### config.mk
export PLATFORM = sky130hd
export DESIGN_NAME = riscv_dm_icb_arb_flat
export DESIGN_NICKNAME = d
export VERILOG_FILES = /design/src/rtl/riscv_dm_icb_arb_if.sv /design/src/rtl/riscv_dm_icb_arb.sv /design/src/flat_wrapper.sv
export SDC_FILE = /design/constraint.sdc
export NUM_CORES = 1
export LEC_CHECK = 0
export ABC_AREA = 1
export CAP_MARGIN = 20
export CORE_AREA = 2 2 95 97
export CTS_BUF_LIST = sky130_fd_sc_hd__clkbuf_8
export DETAILED_ROUTE_END_ITERATION = 6
export DIE_AREA = 0 0 97 99
export GPL_TIMING_DRIVEN = 1
export PLACE_DENSITY_LB_ADDON = 0.25
export SYNTH_ARGS = -nofsm -noshare
export SYNTH_HDL_FRONTEND = slang
export SYNTH_SLANG_ARGS = --single-unit
export TNS_END_PERCENT = 20
### constraint.sdc
create_clock -name clk -period 1.2 [get_ports clk]
set_input_delay 0.24 -clock clk [delete_from_list [all_inputs] [get_ports clk]]
set_output_delay 0.24 -clock clk [all_outputs]
set_load 0.02 [all_outputs]
### src/rtl/riscv_dm_icb_arb_if.sv
// ============================================================================
// Module   : riscv_dm_icb_arb_if
// Brief    : ICB command/response channel bundle (one master, one slave)
// Revision : 1.0 - initial release
// ============================================================================
`default_nettype none

interface riscv_dm_icb_arb_if #(
    parameter int AW = 12,
    parameter int DW = 32
);
    logic          cmd_valid;
    logic          cmd_ready;
    logic [AW-1:0] cmd_addr;
    logic          cmd_read;
    logic [DW-1:0] cmd_wdata;
    logic          rsp_valid;
    logic          rsp_ready;
    logic [DW-1:0] rsp_rdata;

    modport master (
        output cmd_valid, cmd_addr, cmd_read, cmd_wdata, rsp_ready,
        input  cmd_ready, rsp_valid, rsp_rdata
    );

    modport slave (
        input  cmd_valid, cmd_addr, cmd_read, cmd_wdata, rsp_ready,
        output cmd_ready, rsp_valid, rsp_rdata
    );
endinterface

`default_nettype wire

### src/rtl/riscv_dm_icb_arb.sv
// ============================================================================
// Module   : riscv_dm_icb_arb
// Brief    : 2:1 round-robin ICB arbiter in front of the Debug Module bus port
// Revision : 1.0 - initial release
// ============================================================================
`default_nettype none

module riscv_dm_icb_arb #(
    parameter int AW = 12,
    parameter int DW = 32
) (
    input  wire logic               clk,
    input  wire logic               rst_n,
    riscv_dm_icb_arb_if.slave       m0_icb,
    riscv_dm_icb_arb_if.slave       m1_icb,
    riscv_dm_icb_arb_if.master      i_icb,
    output logic                    o_busy,
    output logic [1:0]              o_grant
);

    typedef enum logic [1:0] {
        S_IDLE = 2'd0,
        S_CMD  = 2'd1,
        S_RSP  = 2'd2
    } state_t;

    state_t     r_state;
    logic [1:0] r_grant;
    logic       r_rr_ptr;
    logic       r_busy;

    logic w_sel1;
    logic w_in_cmd;
    logic w_in_rsp;
    logic w_g_cmd_valid;
    logic w_g_rsp_ready;

    assign w_sel1        = r_grant[1];
    assign w_in_cmd      = (r_state == S_CMD);
    assign w_in_rsp      = (r_state == S_RSP);
    assign w_g_cmd_valid = w_sel1 ? m1_icb.cmd_valid : m0_icb.cmd_valid;
    assign w_g_rsp_ready = w_sel1 ? m1_icb.rsp_ready : m0_icb.rsp_ready;

    // Command path to the DM: live only in CMD, zero otherwise
    assign i_icb.cmd_valid = w_in_cmd & w_g_cmd_valid;
    assign i_icb.cmd_addr  = w_in_cmd ? (w_sel1 ? m1_icb.cmd_addr  : m0_icb.cmd_addr)  : '0;
    assign i_icb.cmd_read  = w_in_cmd & (w_sel1 ? m1_icb.cmd_read : m0_icb.cmd_read);
    assign i_icb.cmd_wdata = w_in_cmd ? (w_sel1 ? m1_icb.cmd_wdata : m0_icb.cmd_wdata) : '0;
    assign i_icb.rsp_ready = w_in_rsp & w_g_rsp_ready;

    assign m0_icb.cmd_ready = w_in_cmd & r_grant[0] & i_icb.cmd_ready;
    assign m1_icb.cmd_ready = w_in_cmd & r_grant[1] & i_icb.cmd_ready;
    assign m0_icb.rsp_valid = w_in_rsp & r_grant[0] & i_icb.rsp_valid;
    assign m1_icb.rsp_valid = w_in_rsp & r_grant[1] & i_icb.rsp_valid;
    assign m0_icb.rsp_rdata = (w_in_rsp & r_grant[0]) ? i_icb.rsp_rdata : '0;
    assign m1_icb.rsp_rdata = (w_in_rsp & r_grant[1]) ? i_icb.rsp_rdata : '0;

    assign o_busy  = r_busy;
    assign o_grant = r_grant;

    always_ff @(posedge clk or negedge rst_n) begin
        if (!rst_n) begin
            r_state  <= S_IDLE;
            r_grant  <= 2'b00;
            r_rr_ptr <= 1'b0;
            r_busy   <= 1'b0;
        end else begin
            case (r_state)
                S_IDLE: begin
                    if (m0_icb.cmd_valid | m1_icb.cmd_valid) begin
                        // Tie goes to rr_ptr; a lone requester wins outright
                        if (m0_icb.cmd_valid & m1_icb.cmd_valid)
                            r_grant <= r_rr_ptr ? 2'b10 : 2'b01;
                        else
                            r_grant <= m1_icb.cmd_valid ? 2'b10 : 2'b01;
                        r_state <= S_CMD;
                        r_busy  <= 1'b1;
                    end
                end
                S_CMD: begin
                    if (!w_g_cmd_valid) begin
                        r_state <= S_IDLE;
                        r_grant <= 2'b00;
                        r_busy  <= 1'b0;
                    end else if (i_icb.cmd_ready) begin
                        r_state <= S_RSP;
                    end
                end
                S_RSP: begin
                    if (i_icb.rsp_valid & w_g_rsp_ready) begin
                        r_state  <= S_IDLE;
                        r_grant  <= 2'b00;
                        r_busy   <= 1'b0;
                        r_rr_ptr <= r_grant[0];
                    end
                end
                default: begin
                    r_state <= S_IDLE;
                    r_grant <= 2'b00;
                    r_busy  <= 1'b0;
                end
            endcase
        end
    end

endmodule

`default_nettype wire

### src/flat_wrapper.sv
// flat-port wrapper written by rule: the top's interface ports become plain ports
module riscv_dm_icb_arb_flat 
#(
    parameter int AW = 12,
    parameter int DW = 32
)
  (clk, rst_n, o_busy, o_grant, m0_icb_cmd_valid, m0_icb_cmd_addr, m0_icb_cmd_read, m0_icb_cmd_wdata, m0_icb_rsp_ready, m0_icb_cmd_ready, m0_icb_rsp_valid, m0_icb_rsp_rdata, m1_icb_cmd_valid, m1_icb_cmd_addr, m1_icb_cmd_read, m1_icb_cmd_wdata, m1_icb_rsp_ready, m1_icb_cmd_ready, m1_icb_rsp_valid, m1_icb_rsp_rdata, i_icb_cmd_valid, i_icb_cmd_addr, i_icb_cmd_read, i_icb_cmd_wdata, i_icb_rsp_ready, i_icb_cmd_ready, i_icb_rsp_valid, i_icb_rsp_rdata);
  riscv_dm_icb_arb_if #(.AW(AW), .DW(DW)) m0_icb_i ();
  riscv_dm_icb_arb_if #(.AW(AW), .DW(DW)) m1_icb_i ();
  riscv_dm_icb_arb_if #(.AW(AW), .DW(DW)) i_icb_i ();
  input  wire logic clk;
  input  wire logic rst_n;
  output logic o_busy;
  output logic [1:0] o_grant;
  input wire logic [$bits(m0_icb_i.cmd_valid)-1:0] m0_icb_cmd_valid;
  input wire logic [$bits(m0_icb_i.cmd_addr)-1:0] m0_icb_cmd_addr;
  input wire logic [$bits(m0_icb_i.cmd_read)-1:0] m0_icb_cmd_read;
  input wire logic [$bits(m0_icb_i.cmd_wdata)-1:0] m0_icb_cmd_wdata;
  input wire logic [$bits(m0_icb_i.rsp_ready)-1:0] m0_icb_rsp_ready;
  output wire logic [$bits(m0_icb_i.cmd_ready)-1:0] m0_icb_cmd_ready;
  output wire logic [$bits(m0_icb_i.rsp_valid)-1:0] m0_icb_rsp_valid;
  output wire logic [$bits(m0_icb_i.rsp_rdata)-1:0] m0_icb_rsp_rdata;
  input wire logic [$bits(m1_icb_i.cmd_valid)-1:0] m1_icb_cmd_valid;
  input wire logic [$bits(m1_icb_i.cmd_addr)-1:0] m1_icb_cmd_addr;
  input wire logic [$bits(m1_icb_i.cmd_read)-1:0] m1_icb_cmd_read;
  input wire logic [$bits(m1_icb_i.cmd_wdata)-1:0] m1_icb_cmd_wdata;
  input wire logic [$bits(m1_icb_i.rsp_ready)-1:0] m1_icb_rsp_ready;
  output wire logic [$bits(m1_icb_i.cmd_ready)-1:0] m1_icb_cmd_ready;
  output wire logic [$bits(m1_icb_i.rsp_valid)-1:0] m1_icb_rsp_valid;
  output wire logic [$bits(m1_icb_i.rsp_rdata)-1:0] m1_icb_rsp_rdata;
  output wire logic [$bits(i_icb_i.cmd_valid)-1:0] i_icb_cmd_valid;
  output wire logic [$bits(i_icb_i.cmd_addr)-1:0] i_icb_cmd_addr;
  output wire logic [$bits(i_icb_i.cmd_read)-1:0] i_icb_cmd_read;
  output wire logic [$bits(i_icb_i.cmd_wdata)-1:0] i_icb_cmd_wdata;
  output wire logic [$bits(i_icb_i.rsp_ready)-1:0] i_icb_rsp_ready;
  input wire logic [$bits(i_icb_i.cmd_ready)-1:0] i_icb_cmd_ready;
  input wire logic [$bits(i_icb_i.rsp_valid)-1:0] i_icb_rsp_valid;
  input wire logic [$bits(i_icb_i.rsp_rdata)-1:0] i_icb_rsp_rdata;
  assign m0_icb_i.cmd_valid = m0_icb_cmd_valid;
  assign m0_icb_i.cmd_addr = m0_icb_cmd_addr;
  assign m0_icb_i.cmd_read = m0_icb_cmd_read;
  assign m0_icb_i.cmd_wdata = m0_icb_cmd_wdata;
  assign m0_icb_i.rsp_ready = m0_icb_rsp_ready;
  assign m0_icb_cmd_ready = m0_icb_i.cmd_ready;
  assign m0_icb_rsp_valid = m0_icb_i.rsp_valid;
  assign m0_icb_rsp_rdata = m0_icb_i.rsp_rdata;
  assign m1_icb_i.cmd_valid = m1_icb_cmd_valid;
  assign m1_icb_i.cmd_addr = m1_icb_cmd_addr;
  assign m1_icb_i.cmd_read = m1_icb_cmd_read;
  assign m1_icb_i.cmd_wdata = m1_icb_cmd_wdata;
  assign m1_icb_i.rsp_ready = m1_icb_rsp_ready;
  assign m1_icb_cmd_ready = m1_icb_i.cmd_ready;
  assign m1_icb_rsp_valid = m1_icb_i.rsp_valid;
  assign m1_icb_rsp_rdata = m1_icb_i.rsp_rdata;
  assign i_icb_cmd_valid = i_icb_i.cmd_valid;
  assign i_icb_cmd_addr = i_icb_i.cmd_addr;
  assign i_icb_cmd_read = i_icb_i.cmd_read;
  assign i_icb_cmd_wdata = i_icb_i.cmd_wdata;
  assign i_icb_rsp_ready = i_icb_i.rsp_ready;
  assign i_icb_i.cmd_ready = i_icb_cmd_ready;
  assign i_icb_i.rsp_valid = i_icb_rsp_valid;
  assign i_icb_i.rsp_rdata = i_icb_rsp_rdata;
  riscv_dm_icb_arb #(.AW(AW), .DW(DW)) u_core (.clk(clk), .rst_n(rst_n), .m0_icb(m0_icb_i), .m1_icb(m1_icb_i), .i_icb(i_icb_i), .o_busy(o_busy), .o_grant(o_grant));
endmodule
==> impl_metrics.toml <==
[status]
status = "complete, but fails checks"
violations = "setup timing"

[synthesis]
yosysWarningCount = 0
synth-xor-area-share_pct = 0
synth_top_area_cell = "nand2_1"
synth.area.top_cells = "nand2_1, nor2_1, a21oi_1, inv_1, dfrtp_1"
synth-compound-area-share_pct = 18.2
syn_inst = 308
synthSimpleGateAreaFrac_pct = 50.0
avgSynthCellArea_um2 = 4.59
yosysTopAreaCellShare_pct = 28.9
yosys-mux-area-fraction_pct = 0
ys_seq_area_share_pct = 10.6
synth_fa_ha_area_share_pct = 0
yosysUniqueCellTypes = 15
synth_nets = 438
synth_top_family_by_area = "simple AND/OR/NAND/NOR gates"
ys_seq_elements = 6
netlist_area_um2 = 1410

[global_routing]
grt_pass1_wl_mm = 15.3
antenna_found_initial = 0
grt_pass1_vias = 3172
grt_max_degree = 25
grt.total_usage_pct = 19.1
grt-ovfl-total = 0

[routing]
drc = 0
wl_per_cell_um = 14.1
viasPerCell = 4.38
drt_first_iter_violations = 34
routed_wl_mm = 9.68
vias = 3007
antenna_left = 0
top_layer_used = "met4"
met2WireLength_mm = 5.20
met3_length_um = 859
firstDrtPassIters = 4
met1_length_mm = 3.49

[critical_path]
crit_slowest_cell = "dfrtp_1"
r2r_end = "u_core.o_grant[0]"
critPathLaunchType = "flip-flop"
r2r_setup_slack_ps = -80
crit_buf_inv = 4
cp-end-kind = "output pin"
critPathMaxStageDelay_ps = 410
crit_chain = "nor2_4, inv_6, buf_12, buf_12, a21oi_4, buf_4"
reg2reg_depth = 9
arrival_ps = 1420
crit_fanout = 8
crit_family = "buffers and inverters"
r2r-start = "u_core.r_state[0]"
cp.required_ps = 960
worstSetupPathType = "reg -> out"
cp_common_cell = "buf_12"

[finish]
post-route-cell-area_um2 = 5660
layout-drive-gt1-share_pct = 54.2
fillers = 704
utilization_pct = 66.2
area_growth_pct = 300
n_antenna_cell = 0
fin_nets = 710

[clocking]
cts_tree = "yes"
numCtsBuffers = 3
root_buffer = "clkbuf_8"
clock_sinks = 6
clk_path_buf_depth = 2
ctsHtreeMaxLevel = 1
clk_pin_slew_ps = 40
holdBufCountCts = 0
insertion_delay_ps = 220

[power_and_ir_drop]
p_per_area_nw_per_um2 = 1450
ir_drop_mv = 0.615
p_leak_nw = 2.42

[sta]
clock_skew_ps = 7.94
rsz0062_at_grt = "true"
setup_slack_ps = -457
tightest_slew_ps = 279
setup_viol = 120
whs_ps = 262
period_minus_slack_ps = 1660
finalHoldViolCount = 0
drv_slew = 0
slew-limit-headroom_pct = 81.4
max_freq_mhz = 604
fin_crit_sh_pct = 138

[die]
ios = 248
start_util_pct = 16.5
core_um2 = 8550
die_w_um = 97
die_h_um = 99
rows = 34
dieArea_um2 = 9600

[hold_path]
min_path_type = "in -> async"

[place]
dp_hpwl_mm = 7.63
place_congestion = 0.849
io_buffers = 247
post-place-ws_ps = -774
placed_area_um2 = 5180

[flow_run]
cap_violations = 0
cell families after synthesis:
| logic type | Yosys count |
|---|---|
| simple gates | 186 |
| buf+inv | 65 |
| compound gates | 51 |
| flops | 6 |
layer usage:
layer  track usage (%)  up-vias
li1                  -     1470
met2              38.4      159
met3              4.89       10
met4              3.68        0
met5                 0        -
met1              20.0     1368
cells in the final DEF, fill, tap and decap left out, types with 3 or more instances in the layout:
| cell | n |
|---|---|
| clkdlybuf4s50_1 | 129 |
| buf_4 | 49 |
| nor2_1 | 4 |
| a21oi_4 | 39 |
| a21oi_1 | 4 |
| nor2_4 | 64 |
| buf_12 | 16 |
| nor2_2 | 4 |
| nand2_1 | 76 |
| buf_6 | 88 |
| clkbuf_8 | 3 |
| dfrtp_1 | 5 |
| nand2_4 | 9 |
| a21oi_2 | 3 |
| nand2_2 | 23 |
| inv_1 | 41 |
synthesized netlist by cell type:
library cell / number
nand2_1: 109
inv_2: 1
nor2_2: 1
o21ai_0: 4
o21a_1: 1
dfrtp_1: 6
buf_6: 4
inv_1: 43
clkbuf_1: 1
buf_2: 14
nand3_1: 4
nor3_1: 1
nor2_1: 71
a21oi_1: 46
buf_4: 2
metrics by stage:
stage          setup TNS [ps]  std cells  power (mW)
2_1_floorplan          -13680        308        4.35
3_3_place_gp           -76940        669        6.87
3_5_place_dp           -79960        669        6.92
4_1_cts                -47510        684        8.05
5_1_grt                -51170        687        8.69
6_report               -43540        687        8.22
what timing repair did:
item	CTS	global route
cloned	3	1
pin swaps	3	3
resized for setup	674	62
endpoints found under the setup margin	123	123
buffers inserted	8	3
how the worst max path moves through the flow:
stage          slack [ps]  depth (start not counted)              start              endpoint
6_report             -460                          6  u_core.r_state[1]    i_icb_cmd_wdata[3]
2_1_floorplan        -130                          6  u_core.r_state[0]  m0_icb_rsp_rdata[10]
3_3_place_gp         -760                          6   m0_icb_cmd_valid       i_icb_cmd_valid
3_5_place_dp         -770                          6   m0_icb_cmd_valid       i_icb_cmd_valid
5_1_grt              -540                          6  u_core.r_state[1]   i_icb_cmd_wdata[16]
4_1_cts              -480                          6  u_core.o_grant[1]   i_icb_cmd_wdata[16]
power breakdown:
| part | internal, mW | switching [mW] | total (mW) |
|---|---|---|---|
| registers | 0.296 | 0.0927 | 0.389 |
| clock network | 0.220 | 0.0845 | 0.304 |
| logic | 3.55 | 3.98 | 7.53 |
| total | 4.07 | 4.15 | 8.22 |
area by class of cell:
type,count,area (um^2),area share [%]
clock inverter,1,3.75,0.0663
timing repair buffer,288,3070,54.2
sequential,6,151,2.68
tap,108,135,2.39
clock buffer,3,41.3,0.730
multi-input combinational,237,2080,36.8
inverter,44,178,3.14
sequential cells by signal, summed over array words and instances (netlist names):
name             count
u_core.r_state       2
u_core.r_rr_ptr      1
u_core.o_grant       2
u_core.o_busy        1
worst register-to-register path: stages (launching register included):
cell and delay [ps]:
dfrtp_1 380, inv_2 90, nor2_4 50, buf_4 130
buf_4 130, nand2_2 70, buf_4 110, nand3_2 90
nand2_1 70, nand2_1 50
(Power assumes the default switching activity.)
